===== src/rtl/sdram_pkg.sv =====
// Shared types and constants for the SDRAM device model: command encodings,
// error codes, CAS latency bounds and bus geometry.
package sdram_pkg;

   localparam int SD_ROW_W  = 13;
   localparam int SD_COL_W  = 10;
   localparam int SD_BANK_W = 2;
   localparam int SD_NBANK  = 4;
   localparam int SD_DATA_W = 16;
   localparam int SD_CL_MIN = 2;
   localparam int SD_CL_MAX = 3;

   // Encoded as {RAS_n, CAS_n, WE_n}.
   typedef enum logic [2:0] {
      CMD_LMR   = 3'b000,
      CMD_AREF  = 3'b001,
      CMD_PRE   = 3'b010,
      CMD_ACT   = 3'b011,
      CMD_WRITE = 3'b100,
      CMD_READ  = 3'b101,
      CMD_RSVD  = 3'b110,
      CMD_NOP   = 3'b111
   } sdram_cmd_t;

   typedef enum logic [2:0] {
      ERR_NONE        = 3'd0,
      ERR_NOT_INIT    = 3'd1,
      ERR_CLOSED_BANK = 3'd2,
      ERR_OPEN_BANK   = 3'd3,
      ERR_BAD_MODE    = 3'd4,
      ERR_REF_OPEN    = 3'd5,
      ERR_EARLY_LMR   = 3'd6
   } sdram_err_t;

   typedef enum logic [2:0] {
      INIT_WAIT_PALL,
      INIT_REF0,
      INIT_REF1,
      INIT_READY,
      INIT_DONE
   } init_state_t;

   function automatic logic cl_legal(input logic [2:0] cl);
      return (cl >= 3'(SD_CL_MIN)) && (cl <= 3'(SD_CL_MAX));
   endfunction

endpackage


===== src/rtl/sdram_rd_pipe.sv =====
// Read-data delay line: three stages of data plus byte enables; the CAS
// latency selects which stage feeds the tri-state drivers.
module sdram_rd_pipe
   import sdram_pkg::*;
#(
   parameter int DATA_W = SD_DATA_W
) (
   input  logic              clk_200MHz_i,
   input  logic              reset_bi,
   input  logic              push,
   input  logic [DATA_W-1:0] din,
   input  logic [1:0]        be_in,
   input  logic [2:0]        cl,
   output logic [DATA_W-1:0] dout,
   output logic [1:0]        oe
);

   logic [DATA_W-1:0] data_p0, data_p1, data_p2;
   logic [1:0]        be_p0, be_p1, be_p2;
   logic              vld_p0, vld_p1, vld_p2;

   // Only the valid bits are reset, so an asynchronous reset releases the bus at once.
   always_ff @(posedge clk_200MHz_i or negedge reset_bi) begin
      if (!reset_bi) begin
         vld_p0 <= 1'b0;
         vld_p1 <= 1'b0;
         vld_p2 <= 1'b0;
      end else begin
         vld_p0 <= push;
         vld_p1 <= vld_p0;
         vld_p2 <= vld_p1;
      end
   end

   // Stage p0: loaded on the READ edge; p1/p2: one and two edges later.
   always_ff @(posedge clk_200MHz_i) begin
      data_p0 <= din;
      be_p0   <= be_in;
      data_p1 <= data_p0;
      be_p1   <= be_p0;
      data_p2 <= data_p1;
      be_p2   <= be_p1;
   end

   always_comb begin
      dout = data_p2;
      oe   = vld_p2 ? be_p2 : 2'b00;
      if (cl == 3'd2) begin
         dout = data_p1;
         oe   = vld_p1 ? be_p1 : 2'b00;
      end
   end

endmodule


===== config.mk =====
export PLATFORM = sky130hd
export DESIGN_NAME = sdram_rd_pipe
export DESIGN_NICKNAME = d
export VERILOG_FILES = /design/src/rtl/sdram_pkg.sv /design/src/rtl/sdram_rd_pipe.sv
export SDC_FILE = /design/constraint.sdc
export NUM_CORES = 1
export LEC_CHECK = 0
export ABC_AREA = 1
export CAP_MARGIN = 20
export CORE_UTILIZATION = 40
export DETAILED_ROUTE_END_ITERATION = 7
export GPL_ROUTABILITY_DRIVEN = 0
export PLACE_DENSITY = 0.77
export SETUP_SLACK_MARGIN = 0.02
export SYNTH_ARGS = -nofsm -noshare
export SYNTH_HDL_FRONTEND = slang
export SYNTH_SLANG_ARGS = --single-unit
export TNS_END_PERCENT = 30

===== constraint.sdc =====
create_clock -name clk_200MHz_i -period 1.54 [get_ports clk_200MHz_i]
set_clock_uncertainty 0.15 [all_clocks]
set_input_delay 0.308 -clock clk_200MHz_i [delete_from_list [all_inputs] [get_ports clk_200MHz_i]]
set_output_delay 0.308 -clock clk_200MHz_i [all_outputs]
set_load 0.02 [all_outputs]

==> results.yml, run 1 <==
power:
  power.density_mw_per_mm2: 1430
  power_frac_seq_pct: 47.4
  power_mw: 3.34
  p_leak_nw: 1.08
  intPower_mw: 2.63
  p_switching_uw: 719
  max-vdd-ir-drop_v: 0.000897
  p_clk_share_pct: 43.3
  combPwrFrac_pct: 9.3
  p_sw_share_pct: 21.5
synthesis:
  muxShareOfSynthArea_pct: 0
  synth-adder-area-share_pct: 0
  yosysSeqAreaShare_pct: 77.0
  yosys_warnings: 0
  syn-num-nets: 153
  synth_area_mm2: 0.00150
  synth_top_family_by_area: "simple AND/OR/NAND/NOR gates"
  synth-seq-cells: 57
  synth_compound_area_share_pct: 0
  synthSimpleGateAreaFrac_pct: 18.8
  postSynthAreaPerCell_um2: 11.6
  synth_xor_area_share_pct: 0
  synthCells: 129
  synth_cell_type_count: 11
finish:
  nFillCells: 271
  final_area_mm2: 0.00235
  final_cell_mix: "dfxtp_1 (54), nand2_1 (37), clkdlybuf4s50_1 (20)"
  drive_above_1_share_pct: 29.6
  final_cells: 245
  finalNetCount: 218
  utilization_pct: 67.6
  area_growth_pct: 56.3
  layout_commonest_cell: "dfxtp_1"
  diodes: 0
critical_path:
  critPathLaunchType: "flop"
  max_stage_delay_ps: 400
  path_class: "reg -> out"
  slowest_stage: "dfrtp_1"
  arrival_ps: 1140
  required_ps: 1080
  reg2reg_slack_ps: 740
  endpoint_kind: "output port"
  path_cells: "nand2_1, inv_1, nand3_1, nand2_1, buf_6"
  cpMostUsedCell: "nand2_1"
  cp_max_fo: 3
global_route:
  grt_start_max_net_pins: 12
  grt-busiest-layer: "met2"
  use_met3_pct: 6.16
  grtUsageTotal_pct: 17.7
  grt_util_met2_pct: 27.7
  use_met1_pct: 18.8
  grt_first_pass_wirelength_um: 5050
  grt_pass1_vias: 1121
  antenna_found_initial: 0
  gr-total-overflow: 0
placement:
  place.port_buffers: 41
  dp_hpwl_um: 1840
  post_dp_cell_area_mm2: 0.00200
  place_ws_ps: -804
  placedCellCount: 218
timing:
  clock.fmax_mhz: 628
  slew_violations: 0
  whs_ps: 16.1
  rsz0062_at_grt: "true"
  max-slew-margin-rel_pct: 88.3
  setup_viol: 2
  setup_ws_ps: -53.5
  min_period_ps: 1590
  tns_ps: -86.7
  period_share_pct: 103
  hold_viol: 0
  tightestPinTransition_ps: 174
outcome:
  status: "finished, violations left"
  violations: "negative setup slack"
hold_path:
  min_path_type: "in -> async"
die:
  fp-row-count: 21
  die_h_um: 63.3
  core_mm2: 0.00347
  dieArea_mm2: 0.00400
  top_level_ports: 42
  start_util_pct: 43.3
  dieWidth_um: 63.3
routing:
  drt-vias-per-instance: 4.58
  drtPass1Iterations: 4
  drc: 0
  vias: 1121
  routedWlPerCell_um: 13.3
  drtIter0Drc: 74
  ant_nets: 0
  drt_wl_total_um: 3250
job:
  maxCapViolCount: 0
cts:
  ctsLongestPathBuffers: 2
  clock-root-buffer: "clkbuf_8"
  numCtsBuffers: 9
  h-tree-depth: 3
  cts_tree: "yes"
  cts_sinks: 57
  clk_latency_ps: 320
  ctsHoldBuffers: 0
  clkTransAtPathRegs_ps: 60
-- sequential cells by signal, indices dropped and copies added, names as in the netlist --
register / flops
be_p0: 2
be_p1: 2
be_p2: 2
data_p0: 16
data_p1: 16
data_p2: 16
vld_p0: 1
vld_p1: 1
vld_p2: 1
-- logic make-up (layout without fill, tap and decap cells) --
| logic type | Yosys count | in the layout |
|---|---|---|
| and+or+nand+nor | 60 | 63 |
| buffers and inverters | 12 | 79 |
| DFF | 57 | 57 |
-- power by group through the flow --
stage                     Sequential, mW  Clock (mW)  Combinational, mW
after floorplan                     1.60           0              0.113
after global placement              1.61           0              0.259
after detailed placement            1.61           0              0.264
after CTS                           1.58        1.48              0.295
after global routing                1.59        1.55              0.329
final                               1.58        1.45              0.312
-- cell type report --
| type | instances | area (um2) | area share (%) |
|---|---|---|---|
| Sequential cell | 57 | 1160 | 49.3 |
| Timing Repair Buffer | 55 | 536 | 22.8 |
| Multi-Input combinational cell | 63 | 342 | 14.6 |
| Clock buffer | 11 | 131 | 5.60 |
| Clock inverter | 5 | 80.1 | 3.41 |
| Tap cell | 46 | 57.6 | 2.45 |
| Inverter | 7 | 36.3 | 1.55 |
| Timing Repair inverter | 1 | 7.51 | 0.320 |
-- critical path, delay by kind of cell (launching register included) --
| family | cells | cell delay, ps |
|---|---|---|
| buffers and inverters | 2 | 180 |
| DFF | 1 | 400 |
| and+or+nand+nor | 3 | 240 |
-- worst paths after layout --
kind | start | end | cells after the start
worst max register to register | vld_p1 | vld_p2 | 1
max in group asynchronous | reset_bi | vld_p1 | 1
worst min register to register | data_p0[9] | data_p1[9] | 0
worst max-delay path | vld_p1 | oe[0] | 5
worst min-delay path | reset_bi | vld_p0 | 1
min in group clk_200MHz_i | data_p0[9] | data_p1[9] | 0
-- per-layer routing --
metal	wire length, um	part of all wire, %	vias to the layer above
li1	-	-	553
met2	1640	50	38
met4	78	2.4	0
met5	0	0	-
met3	176	5.4	6
met1	1360	42	524
-- cells in the mapped netlist --
master / number / area share (%)
dfxtp_1: 54 / 72
nor2_1: 1 / 0.25
buf_2: 3 / 1.0
inv_1: 5 / 1.3
buf_6: 2 / 1.5
nand3_4: 1 / 1.2
nand2_1: 40 / 10
inv_2: 2 / 0.50
nand3_1: 2 / 0.67
nand4_1: 16 / 6.7
dfrtp_1: 3 / 5.0
-- timing repair --
action,in CTS,in global routing
setup buffers,6,1
endpoints found under the setup margin,18,16
pin swaps,9,6
cloned,5,0
gates resized for setup,112,18
(Power assumes the default switching activity.)
==> run 2: changes to the inputs <==
clock period = 1.7 ns   (was 1.54 ns; I/O delays follow)
==> run 2 against run 1 <==
Compared with the run above:
- the run now ends clean
- critical path depth unchanged
- die area unchanged
- utilization shrank 1.9 points
- sequential share of layout area is 1.4 points higher
- combinational power down 18%
- register-to-register slack better by 280 ps
- critical path type is now in -> out
- critical endpoint is now dout[13]
==> results.yml, run 2 (synthesized netlist as in run 1, its figures left out) <==
die:
  fp-row-count: 21
  die_h_um: 63.3
  core_mm2: 0.00347
  start_util_pct: 43.3
  top_level_ports: 42
  dieWidth_um: 63.3
  dieArea_mm2: 0.00400
timing:
  hold_viol: 0
  tightestPinTransition_ps: 163
  clock.fmax_mhz: 608
  setup_viol: 0
  tns_ps: 0
  min_period_ps: 1650
  slew_violations: 0
  whs_ps: 38.3
  rsz0062_at_grt: "true"
  period_share_pct: 96.8
  max-slew-margin-rel_pct: 89.1
routing:
  drtIter0Drc: 30
  routedWlPerCell_um: 13.6
  drt_wl_total_um: 3350
  drt-vias-per-instance: 4.61
  drtPass1Iterations: 4
  drc: 0
  vias: 1133
  ant_nets: 0
job:
  maxCapViolCount: 0
finish:
  layout_commonest_cell: "dfxtp_1"
  final_cells: 246
  finalNetCount: 219
  drive_above_1_share_pct: 28.5
  top_regs: "data_p0 x16, data_p1 x16, data_p2 x16"
  final_cell_mix: "dfxtp_1 (54), nand2_1 (40), clkdlybuf4s50_1 (20)"
  diodes: 0
  area_growth_pct: 51.8
  utilization_pct: 65.7
outcome:
  status: "finished, final reports clean"
global_route:
  grt_first_pass_wirelength_um: 5400
  grt_start_max_net_pins: 12
  grt_pass1_vias: 1183
  antenna_found_initial: 0
  gr-total-overflow: 0
  grtUsageTotal_pct: 19.3
power:
  max-vdd-ir-drop_v: 0.000662
  power.density_mw_per_mm2: 1330
  power_mw: 3.03
  p_leak_nw: 1.07
cts:
  numCtsBuffers: 9
  h-tree-depth: 3
  clk_latency_ps: 340
  cts_sinks: 57
  ctsLongestPathBuffers: 2
  clock-root-buffer: "clkbuf_8"
  cts_tree: "yes"
  clkTransAtPathRegs_ps: 60
critical_path:
  arrival_ps: 1160
  slowest_stage: "clkbuf_4"
  required_ps: 1210
  regToRegEndpoint: "vld_p2"
  path_cells: "clkbuf_4, buf_4, nand4_1, nand2_1, buf_4"
  reg2reg_depth: 0
  path_class: "in -> out"
  critPathLaunchType: "input port"
  endpoint_kind: "output port"
  reg2reg_slack_ps: 1020
  r2r_start: "vld_p1"
  cpMostUsedCell: "buf_4"
  max_stage_delay_ps: 210
  cp_max_fo: 11
placement:
  dp_hpwl_um: 1860
  place.port_buffers: 41
  placedCellCount: 218
hold_path:
  min_path_type: "in -> async"
## run 2: per-stage QoR
step | setup WS, ps | area (um2)
after detailed placement | -721 | 2000
after floorplan | 304 | 1500
after global routing | 22.3 | 2280
after global placement | -679 | 2000
final | 54.3 | 2280
after CTS | 19.3 | 2270
## run 2: worst max path at each step
stage	cells after the start	slack, ps	to	from
2_1_floorplan	4	300	dout[10]	cl[0]
3_3_place_gp	5	-680	dout[3]	cl[1]
3_5_place_dp	5	-720	dout[13]	cl[1]
4_1_cts	7	20	dout[12]	cl[2]
5_1_grt	5	20	dout[13]	cl[1]
6_report	5	50	dout[13]	cl[1]
## run 2: critical path: cells and delay by family
| family | cells | cell delay, ps |
|---|---|---|
| buffers and inverters | 3 | 560 |
| AND/OR/NAND/NOR | 2 | 260 |
## run 2: per-layer routing
| layer | track usage, % | vias to the layer above | wire length (um) |
|---|---|---|---|
| met5 | 0 | - | 0 |
| met1 | 19.6 | 530 | 1410 |
| met4 | 13.6 | 0 | 102 |
| li1 | - | 557 | - |
| met3 | 9.42 | 9 | 192 |
| met2 | 30.8 | 37 | 1650 |
## run 2: cell type report
class / count / area, um2
clock buffers: 11 / 131
clock inverters: 5 / 80.1
fillers: 265 / 1190
inverters: 7 / 33.8
multi-input cells: 63 / 334
flip-flops and latches: 57 / 1160
well taps: 46 / 57.6
repair buffers: 56 / 479
repair inverters: 1 / 7.51
## run 2: repair_timing
| item | in CTS | in global routing |
|---|---|---|
| pin swaps | 3 | 0 |
| gates resized for setup | 93 | 5 |
| setup buffers | 6 | 1 |
| hold buffers | 0 | 0 |
| setup endpoints to repair | 18 | 17 |
| gates cloned | 5 | 0 |
## run 2: power by group
group	internal (mW)	total (mW)	switching, mW
Combinational	0.124	0.255	0.130
Clock	0.823	1.34	0.517
Sequential	1.41	1.44	0.0271
Total	2.36	3.03	0.675
==> run 3: changes to the inputs <==
DONT_BUFFER_PORTS = 1   (was default)
PLACE_DENSITY = 0.62   (was 0.77)
==> run 3 against run 2 <==
Compared with the run above:
- critical path depth fell by 1
- global-route usage fell by 5.0 points
- cell area fell by 16%
- register-to-register slack barely moved
- count of clock-buffer cells in the layout fell by 1
- sequential cell count did not move
- non-clock buffer count fell by 34
- die area did not move
- largest cell class unchanged
==> results.yml, run 3 (synthesized netlist as in run 1, its figures left out) <==
global_route:
  grt_first_pass_wirelength_um: 4000
  grt_util_met2_pct: 21.6
  gr-total-overflow: 0
  grt-busiest-layer: "met2"
  grtUsageTotal_pct: 14.3
  grt_pass1_vias: 897
  antenna_found_initial: 0
  use_met3_pct: 8.88
  grt_start_max_net_pins: 19
  use_met1_pct: 14.6
timing:
  slew_violations: 0
  period_share_pct: 91.1
  hold_viol: 0
  tns_ps: 0
  tightestPinTransition_ps: 231
  rsz0062_at_grt: "false"
  whs_ps: 125
  clock.fmax_mhz: 646
  max-slew-margin-rel_pct: 84.5
  min_period_ps: 1550
  setup_viol: 0
  setup_ws_ps: 152
finish:
  diodes: 0
  finalNetCount: 181
  nFillCells: 313
  drive_above_1_share_pct: 11.9
  top_regs: "data_p0 x16, data_p1 x16, data_p2 x16"
  final_area_mm2: 0.00192
  layout_commonest_cell: "dfxtp_1"
  final_cell_mix: "dfxtp_1 (54), nand2_1 (40), dlygate4sd3_1 (20)"
  area_growth_pct: 27.8
routing:
  vias: 928
  routedWlPerCell_um: 11.9
  drtPass1Iterations: 4
  drc: 0
  drt_wl_total_um: 2450
  drtIter0Drc: 32
  drt-vias-per-instance: 4.50
  ant_nets: 0
placement:
  place_ws_ps: 166
  dp_hpwl_um: 1580
  post_dp_cell_area_mm2: 0.00154
  place.port_buffers: 0
cts:
  clkTransAtPathRegs_ps: 60
  cts_sinks: 57
  clk_latency_ps: 320
  ctsLongestPathBuffers: 2
  numCtsBuffers: 9
  h-tree-depth: 3
  cts_resized: 0
  cts_tree: "yes"
  clock-root-buffer: "clkbuf_8"
die:
  dieWidth_um: 63.3
  dieArea_mm2: 0.00400
  die_h_um: 63.3
  fp-row-count: 21
  top_level_ports: 42
  start_util_pct: 43.3
  core_mm2: 0.00347
critical_path:
  required_ps: 1210
  endpoint_kind: "output port"
  arrival_ps: 1060
  cp_max_fo: 3
  path_class: "reg -> out"
  critPathLaunchType: "flop"
power:
  max-vdd-ir-drop_v: 0.000797
  power.density_mw_per_mm2: 1420
  p_leak_nw: 0.891
  power_mw: 2.72
hold_path:
  min_path_type: "in -> async"
job:
  maxCapViolCount: 0
outcome:
  status: "finished, final reports clean"
## run 3: final timing paths
| check | end | start | depth (start not counted) | slack (ps) |
|---|---|---|---|---|
| setup / recovery | oe[0] | vld_p1 | 4 | 150 |
| hold / removal | vld_p2 | reset_bi | 1 | 130 |
| setup reg to reg | vld_p2 | vld_p1 | 0 | 1020 |
| hold reg to reg | data_p1[1] | data_p0[1] | 0 | 180 |
| max in group asynchronous | vld_p1 | reset_bi | 1 | 1130 |
| min in group clk_200MHz_i | data_p1[1] | data_p0[1] | 0 | 180 |
## run 3: what timing repair did
| item | 4_1_cts | 5_1_grt |
|---|---|---|
| hold endpoints to repair | 22 | 0 |
| buffers inserted | 0 | 0 |
| hold buffers | 20 | 0 |
| setup endpoints to repair | 0 | 0 |
## run 3: through the flow
step                utilization, %  cells
detailed placement            44.3    172
floorplan                        -    129
global placement              44.3    172
finish                        55.3    206
global route                  55.3    206
CTS                           55.3    206
## run 3: cell type report
class / instances / area, um2 / area share (%)
clock buffers: 10 / 138 / 7.17
clock inverters: 4 / 45.0 / 2.35
inverters: 7 / 26.3 / 1.37
multi-input cells: 60 / 282 / 14.7
flip-flops and latches: 57 / 1160 / 60.2
well taps: 46 / 57.6 / 3.00
repair buffers: 22 / 215 / 11.2
## run 3: worst max-delay path, cell delays in order, from the launching register on
cell and delay, ps:
dfrtp_1 380, nand2_1 70, inv_1 50, nand3_1 70
nand2_1 180
## run 3: report_power, final
group / internal, mW / leakage, nW / switching (mW)
Clock: 0.691 / 0.0978 / 0.451
Combinational: 0.0527 / 0.303 / 0.0932
Sequential: 1.41 / 0.491 / 0.0221
## run 3: metal layers
layer / vias to the layer above / share of wire [%]
li1: 471 / -
met1: 427 / 44
met2: 24 / 48
met3: 6 / 6.4
met4: 0 / 2.4
met5: - / 0
==> RTL change 1 (settings of run 1) <==
`SD_DATA_W`: 16 -> 32.
--- a/src/rtl/sdram_pkg.sv
+++ b/src/rtl/sdram_pkg.sv
@@ -6,7 +6,7 @@
    localparam int SD_COL_W  = 10;
    localparam int SD_BANK_W = 2;
    localparam int SD_NBANK  = 4;
-   localparam int SD_DATA_W = 16;
+   localparam int SD_DATA_W = 32;
    localparam int SD_CL_MIN = 2;
    localparam int SD_CL_MAX = 3;
 
Ports: changed (resized din and dout); port bits go from 42 to 74. No check against the original RTL was run, so the function may have changed too.
==> RTL change 1 against run 1 <==
The run ends with DRC, setup timing left; critical path depth did not move; worst setup slack improved by 0.022 ns; synthesized cell count up 81%; wire length rose by 67%; power increased by 59%; sequential cell count increased by 48; fmax rose by 1.4%; critical endpoint unchanged; area after synthesis grew 81%; critical path type unchanged; design area up 80%; final cell count increased by 66%.
==> RTL change 1: results (changes against run 1) <==
Via density: 4.54 (-0.82%)
GRT met3 Usage: 4.82% (-1.3 points)
Final #Nets: 365 (+67%)
syn nets: 273 (+78%)
sequential area share after synthesis: 77.8% (+0.83 points)
drc violations: 4 (+4)
first-pass GRT wire length: 8390 um (+66%)
layout cells sized above 1: 39.4% (+9.7 points)
post-cts resize count: 269 (+140%)
post-synthesis async set-or-reset flop share: 2.86% (-2.4 points)
Leakage: 1.90 nW (+75%)
gr usage total: 15.5% (-2.2 points)
drt pass-1 iters: 6 (+2)
# Post-CTS Setup Buffers: 9 (+3)
final std cells w/o fill: 407 (+66%)
status: complete, but fails checks
met3 WL: 314 um (+78%)
final setup vio count: 3 (+1)
largest net degree at the start of global routing: 18 (+6)
CTS Hold Buffers Added: 1 (+1)
Max-slew headroom: 90.5% (+2.1 points)
Detailed Route Iter0 Violations: 45 (-39%)
top cells by count, synth: dfxtp_1 (102), nand2_1 (72), nand4_1 (32)
DR WL met2: 2690 um (+64%)
met2 GRT Util: 27.2% (-0.49 points)
post-route setup slack: -0.0315 ns (+0.0220 ns)
Filler Cell Count: 491 (+81%)
largest registers: data_p0 x32, data_p1 x32, data_p2 x32
min-delay worst type: reg2reg
Syn Inst Count: 233 (+81%)
Inst Count DP: 381 (+75%)
dpl hpwl: 3240 um (+76%)
Max VDD drop: 1.05 mV (+17%)
synth top area cells: dfxtp_1 (75%), nand2_1 (9.9%), nand4_1 (7.4%)
Register-to-Register Path Depth: 0 (-1)
wire per inst: 13.3 um (+0.31%)
clk slew on worst S/H paths: 0.09 ns (+0.03 ns)
failing checks: DRC, setup timing
clock latency on the worst-skew pair: 0.35 ns (+0.03 ns)
met1 Usage GRT: 17.6% (-1.2 points)
[RTL change 1: cell type report]
class | instances | area (sq um) | area share [%]
clock buffers | 9 | 124 | 2.94
clock inverters | 7 | 92.6 | 2.20
inverters | 7 | 38.8 | 0.920
multi-input cells | 108 | 689 | 16.4
flip-flops and latches | 105 | 2130 | 50.5
well taps | 77 | 96.3 | 2.28
repair buffers | 94 | 1050 | 24.8
[RTL change 1: worst min path at each step]
stage	startpoint	end	slack, ns
detailed placement	data_p0[28]$_DFF_P_	data_p1[28]$_DFF_P_	0.16
global route	data_p0[28]$_DFF_P_	data_p1[28]$_DFF_P_	0.19
finish	data_p0[28]$_DFF_P_	data_p1[28]$_DFF_P_	0.18
CTS	data_p0[31]$_DFF_P_	data_p1[31]$_DFF_P_	0.18
floorplan	reset_bi	vld_p0$_DFF_PN0_	-0.14
global placement	data_p0[29]$_DFF_P_	data_p1[29]$_DFF_P_	0.16
[RTL change 1: metrics by stage]
step | cell area [sq um] | hold WS [ns] | setup WS (ns) | setup TNS, ns | total power [mW]
2_1_floorplan | 2720 | -0.138 | 0.183 | 0 | 3.16
4_1_cts | 4120 | 0.183 | -0.0593 | -0.104 | 5.32
3_3_place_gp | 3580 | 0.160 | -0.843 | -27.63 | 3.44
5_1_grt | 4220 | 0.188 | -0.126 | -0.487 | 5.54
6_report | 4220 | 0.181 | -0.0315 | -0.0511 | 5.31
3_5_place_dp | 3580 | 0.162 | -0.888 | -28.79 | 3.45
[RTL change 1: power by group]
part	internal, mW	switching, mW
clock network	0.919	0.880
registers	2.86	0.0577
logic	0.324	0.270
[RTL change 1: critical path: stages, from the launching register on]
cell     delay, ns
dfrtp_1       0.40
nand2_1       0.07
inv_1         0.04
nand3_1       0.07
nand2_1       0.06
buf_6         0.13
==> RTL change 2 (settings of run 1) <==
Without the edit above. Make the reset (`reset_bi`) synchronous in one clocked block. Comments in the files are not updated.
--- a/src/rtl/sdram_rd_pipe.sv
+++ b/src/rtl/sdram_rd_pipe.sv
@@ -20,7 +20,7 @@
    logic              vld_p0, vld_p1, vld_p2;
 
    // Only the valid bits are reset, so an asynchronous reset releases the bus at once.
-   always_ff @(posedge clk_200MHz_i or negedge reset_bi) begin
+   always_ff @(posedge clk_200MHz_i) begin
       if (!reset_bi) begin
          vld_p0 <= 1'b0;
          vld_p1 <= 1'b0;
Behaviour: differs if reset_bi is asserted again (counterexample within 4 cycles, from zero or initial values and one cycle with reset_bi low); with reset_bi held inactive, the same outputs for 10 cycles.
==> RTL change 2 against run 1 <==
Area after synthesis rose by 0.50%; non-clock buffer count fell by 2; final cell count rose by 1.6%; wire length fell by 5.5%; power fell by 12%; design area fell by 4.6%; sequential cell count did not move; worst hold slack improved by 0.16 ns; worst setup slack improved by 0.11 ns; combinational power fell by 14%; largest power group unchanged.
==> RTL change 2: results (changes against run 1) <==
Detailed Route Iter0 Violations: 42 (-43%)
met3 WL: 154 um (-13%)
vias in the first global route: 1,171 (+4.5%)
gr usage total: 17.5% (-0.25 points)
Syn Inst Count: 135 (+4.7%)
Seq/total area: 51.3% (+2.1 points)
Max stage delay on crit path: 0.15 ns (-0.25 ns)
met2 GRT Util: 29.9% (+2.2 points)
# Post-CTS Setup Buffers: 4 (-2)
syn nets: 159 (+3.9%)
status: completed
Via density: 4.49 (-1.8%)
Register-to-Register Path Depth: 2 (+1)
DR WL met2: 1610 um (-1.8%)
PD cells: 1310 nW/um^2 (-8.0%)
Synth cell types: 10 (-1)
ClkCell Share: 6.94% (-2.1 points)
DP Area: 2010 sq um (+0.88%)
Metal-1 WL: 1260 um (-7.0%)
critical path arrival: 1.02 ns (-0.12 ns)
clkbuf count: 12 (+1)
CP max stage cell: buf_2
Vias: 1,119 (-0.18%)
Max VDD drop: 0.641 mV (-29%)
CP max FO: 6 (+3)
post-synthesis async set-or-reset flop share: 0% (-5.3 points)
top cells by count, synth: dfxtp_1 (57), nand2_1 (43), nand4_1 (16)
area of the multi-input gates: 340 sq um (-0.37%)
-- RTL change 2: cell count changes after synthesis --
cell / before / now
dfrtp_1: 3 / 0
dfxtp_1: 54 / 57
inv_1: 5 / 8
nand2_1: 40 / 43
-- RTL change 2: critical path: cells and delay by family --
family                 cells  cell delay [ns]
AND/OR/NAND/NOR            3             0.21
buffers and inverters      4             0.49
-- RTL change 2: kinds of logic after synthesis --
kind of cell	Yosys count	synth area share, %
buffers and inverters	15	4.97
AND/OR/NAND/NOR	63	19.4
flip-flops	57	75.6
-- RTL change 2: worst paths after layout --
path / to / slack (ns) / startpoint
max reg2reg: vld_p2$_SDFF_PN0_ / 0.87 / vld_p1$_SDFF_PN0_
min reg2reg: data_p1[14]$_DFF_P_ / 0.17 / data_p0[14]$_DFF_P_
min: data_p1[14]$_DFF_P_ / 0.17 / data_p0[14]$_DFF_P_
max: dout[5] / 0.06 / cl[0]
